**src/rtl/mem_req_arbiter_if.sv**
```systemverilog
// ============================================================================
// mem_req_arbiter_if : fetch/data request ports and single-outstanding bridge
//                      port bundled for mem_req_arbiter
// Revision: 1.0
// ============================================================================
`default_nettype none

interface mem_req_arbiter_if #(
  parameter int ADDR_WIDTH = 32,
  parameter int DATA_WIDTH = 32
);
  logic                  i_valid;
  logic [ADDR_WIDTH-1:0] i_addr;
  logic                  i_ready;
  logic [DATA_WIDTH-1:0] i_rdata;

  logic                  d_valid;
  logic                  d_write;
  logic [ADDR_WIDTH-1:0] d_addr;
  logic [DATA_WIDTH-1:0] d_wdata;
  logic                  d_ready;
  logic [DATA_WIDTH-1:0] d_rdata;

  logic                  m_valid;
  logic                  m_write;
  logic [ADDR_WIDTH-1:0] m_addr;
  logic [DATA_WIDTH-1:0] m_wdata;
  logic                  m_ready;
  logic [DATA_WIDTH-1:0] m_rdata;

  logic [1:0]            grant;
  logic                  busy;

  // Arbiter side: serves the CPU ports and masters the bridge.
  modport master (
    input  i_valid, i_addr, d_valid, d_write, d_addr, d_wdata, m_ready, m_rdata,
    output i_ready, i_rdata, d_ready, d_rdata,
           m_valid, m_write, m_addr, m_wdata, grant, busy
  );

  modport slave (
    output i_valid, i_addr, d_valid, d_write, d_addr, d_wdata, m_ready, m_rdata,
    input  i_ready, i_rdata, d_ready, d_rdata,
           m_valid, m_write, m_addr, m_wdata, grant, busy
  );
endinterface

`default_nettype wire

```
**src/rtl/mem_req_arbiter.sv**
```systemverilog
// ============================================================================
// mem_req_arbiter : two-port (fetch/data) arbiter onto one AXI-lite bridge,
//                   one transaction outstanding. Define ARB_RR_EN for
//                   round-robin arbitration; default is data-first priority.
// Revision: 1.0
// ============================================================================
`default_nettype none

module mem_req_arbiter #(
  parameter int ADDR_WIDTH = 32,
  parameter int DATA_WIDTH = 32
) (
  input  wire logic          clk,
  input  wire logic          rstn,
  mem_req_arbiter_if.master  bus
);

  typedef enum logic [1:0] {
    S_IDLE  = 2'd0,
    S_ISSUE = 2'd1,
    S_WAIT  = 2'd2,
    S_DONE  = 2'd3
  } state_t;

  state_t                r_state;
  logic                  r_m_valid;
  logic                  r_m_write;
  logic [ADDR_WIDTH-1:0] r_m_addr;
  logic [DATA_WIDTH-1:0] r_m_wdata;
  logic                  r_i_ready;
  logic                  r_d_ready;
  logic [DATA_WIDTH-1:0] r_i_rdata;
  logic [DATA_WIDTH-1:0] r_d_rdata;
  logic [1:0]            r_grant;
  logic                  r_busy;

  logic                  w_pick_i;
  logic                  w_pick_d;

`ifdef ARB_RR_EN
  // Set when the data port owned the previous transaction.
  logic                  r_last_data;
  assign w_pick_d = bus.d_valid & (~bus.i_valid | ~r_last_data);
`else
  assign w_pick_d = bus.d_valid;
`endif
  assign w_pick_i = bus.i_valid & ~w_pick_d;

  always_ff @(posedge clk or negedge rstn) begin
    if (!rstn) begin
      r_state     <= S_IDLE;
      r_m_valid   <= 1'b0;
      r_m_write   <= 1'b0;
      r_m_addr    <= '0;
      r_m_wdata   <= '0;
      r_i_ready   <= 1'b0;
      r_d_ready   <= 1'b0;
      r_i_rdata   <= '0;
      r_d_rdata   <= '0;
      r_grant     <= 2'b00;
      r_busy      <= 1'b0;
`ifdef ARB_RR_EN
      r_last_data <= 1'b1;
`endif
    end else begin
      r_m_valid <= 1'b0;
      r_i_ready <= 1'b0;
      r_d_ready <= 1'b0;
      case (r_state)
        S_IDLE: begin
          if (w_pick_i || w_pick_d) begin
            r_grant   <= {w_pick_d, w_pick_i};
            r_m_write <= w_pick_d & bus.d_write;
            r_m_addr  <= w_pick_d ? bus.d_addr : bus.i_addr;
            r_m_wdata <= w_pick_d ? bus.d_wdata : '0;
            r_m_valid <= 1'b1;
            r_busy    <= 1'b1;
            r_state   <= S_ISSUE;
          end
        end
        S_ISSUE: r_state <= S_WAIT;
        S_WAIT: begin
          if (bus.m_ready) begin
            if (r_grant[0]) begin
              r_i_rdata <= bus.m_rdata;
              r_i_ready <= 1'b1;
            end else begin
              if (!r_m_write) r_d_rdata <= bus.m_rdata;
              r_d_ready <= 1'b1;
            end
            r_state <= S_DONE;
          end
        end
        S_DONE: begin
          r_grant <= 2'b00;
          r_busy  <= 1'b0;
          r_state <= S_IDLE;
`ifdef ARB_RR_EN
          r_last_data <= r_grant[1];
`endif
        end
        default: r_state <= S_IDLE;
      endcase
    end
  end

  assign bus.m_valid = r_m_valid;
  assign bus.m_write = r_m_write;
  assign bus.m_addr  = r_m_addr;
  assign bus.m_wdata = r_m_wdata;
  assign bus.i_ready = r_i_ready;
  assign bus.d_ready = r_d_ready;
  assign bus.i_rdata = r_i_rdata;
  assign bus.d_rdata = r_d_rdata;
  assign bus.grant   = r_grant;
  assign bus.busy    = r_busy;

endmodule

`default_nettype wire
```
**src/flat_wrapper.sv**
```systemverilog
// flat-port wrapper written by rule: the top's interface ports become plain ports
module mem_req_arbiter_flat 
#(
  parameter int ADDR_WIDTH = 32,
  parameter int DATA_WIDTH = 32
)
  (clk, rstn, bus_i_valid, bus_i_addr, bus_d_valid, bus_d_write, bus_d_addr, bus_d_wdata, bus_m_ready, bus_m_rdata, bus_i_ready, bus_i_rdata, bus_d_ready, bus_d_rdata, bus_m_valid, bus_m_write, bus_m_addr, bus_m_wdata, bus_grant, bus_busy);
  mem_req_arbiter_if #(.ADDR_WIDTH(ADDR_WIDTH), .DATA_WIDTH(DATA_WIDTH)) bus_i ();
  input  wire logic clk;
  input  wire logic rstn;
  input wire logic [$bits(bus_i.i_valid)-1:0] bus_i_valid;
  input wire logic [$bits(bus_i.i_addr)-1:0] bus_i_addr;
  input wire logic [$bits(bus_i.d_valid)-1:0] bus_d_valid;
  input wire logic [$bits(bus_i.d_write)-1:0] bus_d_write;
  input wire logic [$bits(bus_i.d_addr)-1:0] bus_d_addr;
  input wire logic [$bits(bus_i.d_wdata)-1:0] bus_d_wdata;
  input wire logic [$bits(bus_i.m_ready)-1:0] bus_m_ready;
  input wire logic [$bits(bus_i.m_rdata)-1:0] bus_m_rdata;
  output wire logic [$bits(bus_i.i_ready)-1:0] bus_i_ready;
  output wire logic [$bits(bus_i.i_rdata)-1:0] bus_i_rdata;
  output wire logic [$bits(bus_i.d_ready)-1:0] bus_d_ready;
  output wire logic [$bits(bus_i.d_rdata)-1:0] bus_d_rdata;
  output wire logic [$bits(bus_i.m_valid)-1:0] bus_m_valid;
  output wire logic [$bits(bus_i.m_write)-1:0] bus_m_write;
  output wire logic [$bits(bus_i.m_addr)-1:0] bus_m_addr;
  output wire logic [$bits(bus_i.m_wdata)-1:0] bus_m_wdata;
  output wire logic [$bits(bus_i.grant)-1:0] bus_grant;
  output wire logic [$bits(bus_i.busy)-1:0] bus_busy;
  assign bus_i.i_valid = bus_i_valid;
  assign bus_i.i_addr = bus_i_addr;
  assign bus_i.d_valid = bus_d_valid;
  assign bus_i.d_write = bus_d_write;
  assign bus_i.d_addr = bus_d_addr;
  assign bus_i.d_wdata = bus_d_wdata;
  assign bus_i.m_ready = bus_m_ready;
  assign bus_i.m_rdata = bus_m_rdata;
  assign bus_i_ready = bus_i.i_ready;
  assign bus_i_rdata = bus_i.i_rdata;
  assign bus_d_ready = bus_i.d_ready;
  assign bus_d_rdata = bus_i.d_rdata;
  assign bus_m_valid = bus_i.m_valid;
  assign bus_m_write = bus_i.m_write;
  assign bus_m_addr = bus_i.m_addr;
  assign bus_m_wdata = bus_i.m_wdata;
  assign bus_grant = bus_i.grant;
  assign bus_busy = bus_i.busy;
  mem_req_arbiter #(.ADDR_WIDTH(ADDR_WIDTH), .DATA_WIDTH(DATA_WIDTH)) u_core (.clk(clk), .rstn(rstn), .bus(bus_i));
endmodule
```
**config.mk**
```make
export PLATFORM = sky130hd
export DESIGN_NAME = mem_req_arbiter_flat
export DESIGN_NICKNAME = d
export VERILOG_FILES = /design/src/rtl/mem_req_arbiter_if.sv /design/src/rtl/mem_req_arbiter.sv /design/src/flat_wrapper.sv
export SDC_FILE = /design/constraint.sdc
export NUM_CORES = 1
export LEC_CHECK = 0
export ABC_AREA = 1
export CAP_MARGIN = 15
export CORE_MARGIN = 2
export CORE_UTILIZATION = 40
export CTS_CLUSTER_DIAMETER = 200
export DETAILED_ROUTE_END_ITERATION = 6
export HOLD_SLACK_MARGIN = 0.08
export PLACE_DENSITY = 0.79
export RECOVER_POWER = 50
export SYNTH_ARGS = -nofsm -noshare
export SYNTH_HDL_FRONTEND = slang
export SYNTH_SLANG_ARGS = --single-unit
```
**constraint.sdc**
```tcl
create_clock -name clk -period 2.7 [get_ports clk]
set_input_delay 0.81 -clock clk [delete_from_list [all_inputs] [get_ports clk]]
set_output_delay 0.81 -clock clk [all_outputs]
set_load 0.03 [all_outputs]
```
Yosys cells after proc, flatten, opt, wreduce, memory -nomap -nowiden --
Cells that the tools add are included.
Operators by class: shift operators 0, multiplexer cells 17, eq/ne operators 5, reduce and logical (&&, ||, !) cells 8, bitwise logic cells 5, $lt $le $gt $ge 0, $add $sub $neg 0, divide/modulo/power cells 0, multipliers 0
Operators with widths (number):
- two-way mux 32 bit | 2
- two-way mux 1 bit | 9
- one-hot mux 2 bit (4 select lines) | 1
- two-way mux 2 bit | 3
- AND reduction 2 bit | 3
- equality test 2 bit (second input constant) | 2
- one-hot mux 2 bit (2 select lines) | 1
- AND reduction 4 bit | 1
- inverter 1 bit | 3
- AND reduction 3 bit | 1
- bitwise AND 1 bit | 2
- equality test 2 x 1 -> 1 bit (second input constant) | 1
- logical NOT 2 bit | 1
- inequality test 2 x 1 -> 1 bit (second input constant) | 1
- inequality test 2 bit (second input constant) | 1
- one-hot mux 1 bit (2 select lines) | 1
- nonzero test 2 bit | 1
- logical OR 1 bit | 1
Storage, ports and cells: output and inout port bits 135, bits in writable memories 0, input port bits 134, memories kept 0, register bits 137, latch bits 0, ROM bits 0

Depth between registers and ports, before layout --
Gate-level depths: netlist of run 1.
word-level depth 5, mapped depth 8

Worst setup path before layout of run 1 --
No wires, ideal clock.
kind input-to-reg, from input port bus_d_valid, to register u_core.r_m_addr[10] (netlist: u_core.bus.m_addr[10]), path slack 1.093 ns, path buffers 2, arrival time 1.491 ns, stages 6, path through buf_2 o21ai_4 inv_2 buf_2 nand2_1 nand2_1
Between the ends: word-level cells in the longest chain between the ends 4, elaborated cells between the ends (all ways) 5
Ends and longest elaborated chain:
- start: declaration | RTL line flat_wrapper.sv:13 | input wire logic [$bits(bus_i.d_valid)-1:0] bus_d_valid;
- inverter 1 bit | RTL line mem_req_arbiter.sv:47 | assign w_pick_i = bus.i_valid & ~w_pick_d;
- bitwise AND 1 bit | RTL line mem_req_arbiter.sv:47
- logical OR 1 bit | RTL line mem_req_arbiter.sv:71 | if (w_pick_i || w_pick_d) begin
- AND reduction 2 bit (no source line)
- end signal: assignment | RTL line mem_req_arbiter.sv:74 | r_m_addr <= w_pick_d ? bus.d_addr : bus.i_addr;
- end: declaration | RTL line mem_req_arbiter.sv:28 | logic [ADDR_WIDTH-1:0] r_m_addr;
Several ways; a longest one is shown, not always the timed one. A chain may end at the register's enable or synchronous reset.

Worst setup path after layout of run 1 --
from register u_core.r_grant[0] (netlist: u_core.bus.grant[0]), to output port bus_grant[0]
RTL lines:
- start: declaration | RTL line mem_req_arbiter.sv:34 | logic [1:0] r_grant;
- start signal: assignment | RTL line mem_req_arbiter.sv:72 | r_grant <= {w_pick_d, w_pick_i};
- end: declaration | RTL line flat_wrapper.sv:27 | output wire logic [$bits(bus_i.grant)-1:0] bus_grant;
No word-level cell between the ends.

==> results of run 1 <==
-- report_power, final --
part | switching, uW | total (uW) | internal, uW
sequential | 509 | 3500 | 2990
clock | 816 | 2270 | 1460
combinational | 3350 | 5560 | 2210
total | 4680 | 11300 | 6660
-- path summary, 6_finish.rpt --
check                                             from                endpoint  slack (ns)  cells after the start
worst max register to register       u_core.r_state[0]  u_core.bus.i_rdata[20]        0.61                      8
worst min-delay path            u_core.bus.m_wdata[15]  u_core.bus.m_wdata[15]        0.47                      2
worst max-delay path               u_core.bus.grant[0]            bus_grant[0]        0.29                      1
worst min register to register  u_core.bus.m_wdata[15]  u_core.bus.m_wdata[15]        0.47                      2
min in group asynchronous                         rstn  u_core.bus.i_rdata[20]        0.71                      1
max in group asynchronous                         rstn  u_core.bus.i_rdata[26]        0.61                      2
-- flip-flops by register name, indices dropped and copies added, names as in the netlist --
register            cells
u_core.bus.i_ready      1
u_core.bus.i_rdata     32
u_core.bus.d_ready      1
u_core.bus.m_addr      32
u_core.bus.m_valid      1
u_core.bus.m_wdata     32
u_core.bus.m_write      1
u_core.bus.busy         1
u_core.r_state          2
u_core.bus.grant        2
u_core.bus.d_rdata     32
-- per-stage QoR --
stage	hold slack, ns	std cells	total power, uW	setup slack [ns]	cell area, um^2
2_1_floorplan	0.495	669	6620	1.09	5640
3_3_place_gp	0.454	1097	9060	0.499	8530
3_5_place_dp	0.458	1097	9170	0.407	8530
4_1_cts	0.356	1126	11500	0.243	9110
5_1_grt	0.490	1126	12000	0.153	9050
6_report	0.467	1126	11300	0.287	9050
-- kinds of logic after synthesis --
kind of cell	Yosys count	synth area share, %
simple gates	387	26.1
flops	137	60.8
compound gates	65	5.97
fa+ha+maj	6	1.33
buf+inv	74	5.75
-- cells in the mapped netlist (all sizes together) --
| library cell | number |
|---|---|
| o21ai | 65 |
| nand3b | 1 |
| nand3 | 6 |
| or2 | 1 |
| inv | 41 |
| nor2 | 4 |
| clkbuf | 10 |
| buf | 22 |
| dfrtp | 137 |
| nand2 | 374 |
| nor3 | 1 |
| ha | 6 |
| clkinv | 1 |
-- final cells by class --
cell class / instances / area, um^2
Multi-Input combinational cell: 458 / 1870
Sequential cell: 137 / 3430
Fill cell: 1158 / 4780
Tap cell: 180 / 225
Clock inverter: 8 / 124
Inverter: 42 / 158
Clock buffer: 21 / 450
Timing Repair Buffer: 280 / 2790
-- worst min-delay path, cell delays in order, from the launching register on --
cell and delay [ns]:
dfrtp_1 0.33, nand2_1 0.05, nand2_1 0.05
-- metal layers --
metal | track usage (%) | up-vias | wire length (um)
met4 | 10.1 | 0 | 387
met5 | 0 | - | 0
li1 | - | 2565 | -
met1 | 25.5 | 2282 | 6340
met2 | 34.6 | 176 | 7590
met3 | 6.09 | 29 | 1160
==> impl_metrics.tcl, run 1 <==
set metrics [dict create \
    final_cell_mix "nand2_1, clkdlybuf4s50_1, dfrtp_1" \
    start_util_pct 40.8 \
    drive_above_1_share_pct 4.23 \
    setup_viol 0 \
    cts_hold_buf 0 \
    required_ns 1.89 \
    start_kind "flop" \
    nNetsFinal 1076 \
    path_class "reg2out" \
    fmax_mhz 414 \
    min_period_ns 2.41 \
    vias 5052 \
    fin_crit_sh_pct 89.4 \
    status "finished, final reports clean" \
    synthTopCellsByArea "dfrtp_1, nand2_1, o21ai_0" \
    synth-seq-cells 137 \
    wl_per_cell_um 13.7 \
    p_leak_uw 0.00451 \
    antenna_left 0 \
    clk_pin_slew_ns 0.05 \
    drt_iter0_markers 246 \
    area_growth_syn_to_layout_pct 60.5 \
    synth-seq-area-share_pct 60.8 \
    clk_path_buf_depth 2 \
    post_cts_buffers 0 \
    netlist_area_um2 5640 \
    worstPathArrival_ns 1.60 \
    synth.top_cell.area_share_pct 60.8 \
    drt_first_pass_iters 4 \
    synth.distinct_cells 17 \
    ir_worst_vdd_mv 0.579 \
    diodes 0 \
    core_um2 13800 \
    synth_cells 669 \
    path_cells "clkdlybuf4s50_1" \
    cp_max_fo 6 \
    tritoncts "done" \
    numCtsBuffers 17 \
    slowest_delay_ns 0.74 \
    wirelength_mm 15.5 \
    avgViaCountPerCell 4.49 \
    io_pins 269 \
    die_w_um 123 \
    grt_max_degree 69 \
    synth_fp_nets 809 \
    worst_pin_slew_ns 1.37 \
    die_area_um2 15100 \
    cp-end-kind "output pin" \
    rsz0062_at_grt "false" \
    drc 0 \
    critPathBufInv 1 \
    place_congestion 0.778 \
    postLayoutCoreUtil_pct 65.4 \
    htree_levels 4 \
    numPortBuffers 268 \
    fin_tns_setup_ns 0 \
    gr-usage-all-layers_pct 21.1 \
    slew-limit-headroom_pct 8.38 \
    clock_latency_ns 0.41 \
    hold_path.class "reg2reg" \
    yosys_warnings 0 \
    final_common_cell "nand2_1" \
    root_buffer "clkbuf_16" \
    grt_pass1_vias 4901 \
    powerDensity_nw_per_um2 1250 \
    crit_slowest_cell "clkdlybuf4s50_1" \
    die_height_um 123 \
    synth_area_per_cell_um2 8.43 \
    num_rows 43 \
    cts_resized 0 \
    clkSinkCount 137 \
    hold_violations 0 \
    grt_pass1_wl_mm 24.6 \
    clock_skew_ns 0.0101 \
    antenna_found_initial 0 \
    cap_violations 0 \
    crit_family "buffers and inverters" \
    overflow 0 \
    finalMaxSlewViolations 0 \
    yosysTopAreaCell "dfrtp_1" \
    dp_hpwl_mm 11.2 \
]
Power figures use the tool's default switching activity.
==> run 2, diff against run 1 <==
- GPL_TIMING_DRIVEN: not set -> 1
==> results of run 2 <==
Same layout as run 1: the final DEF is identical, and so are final timing and power.
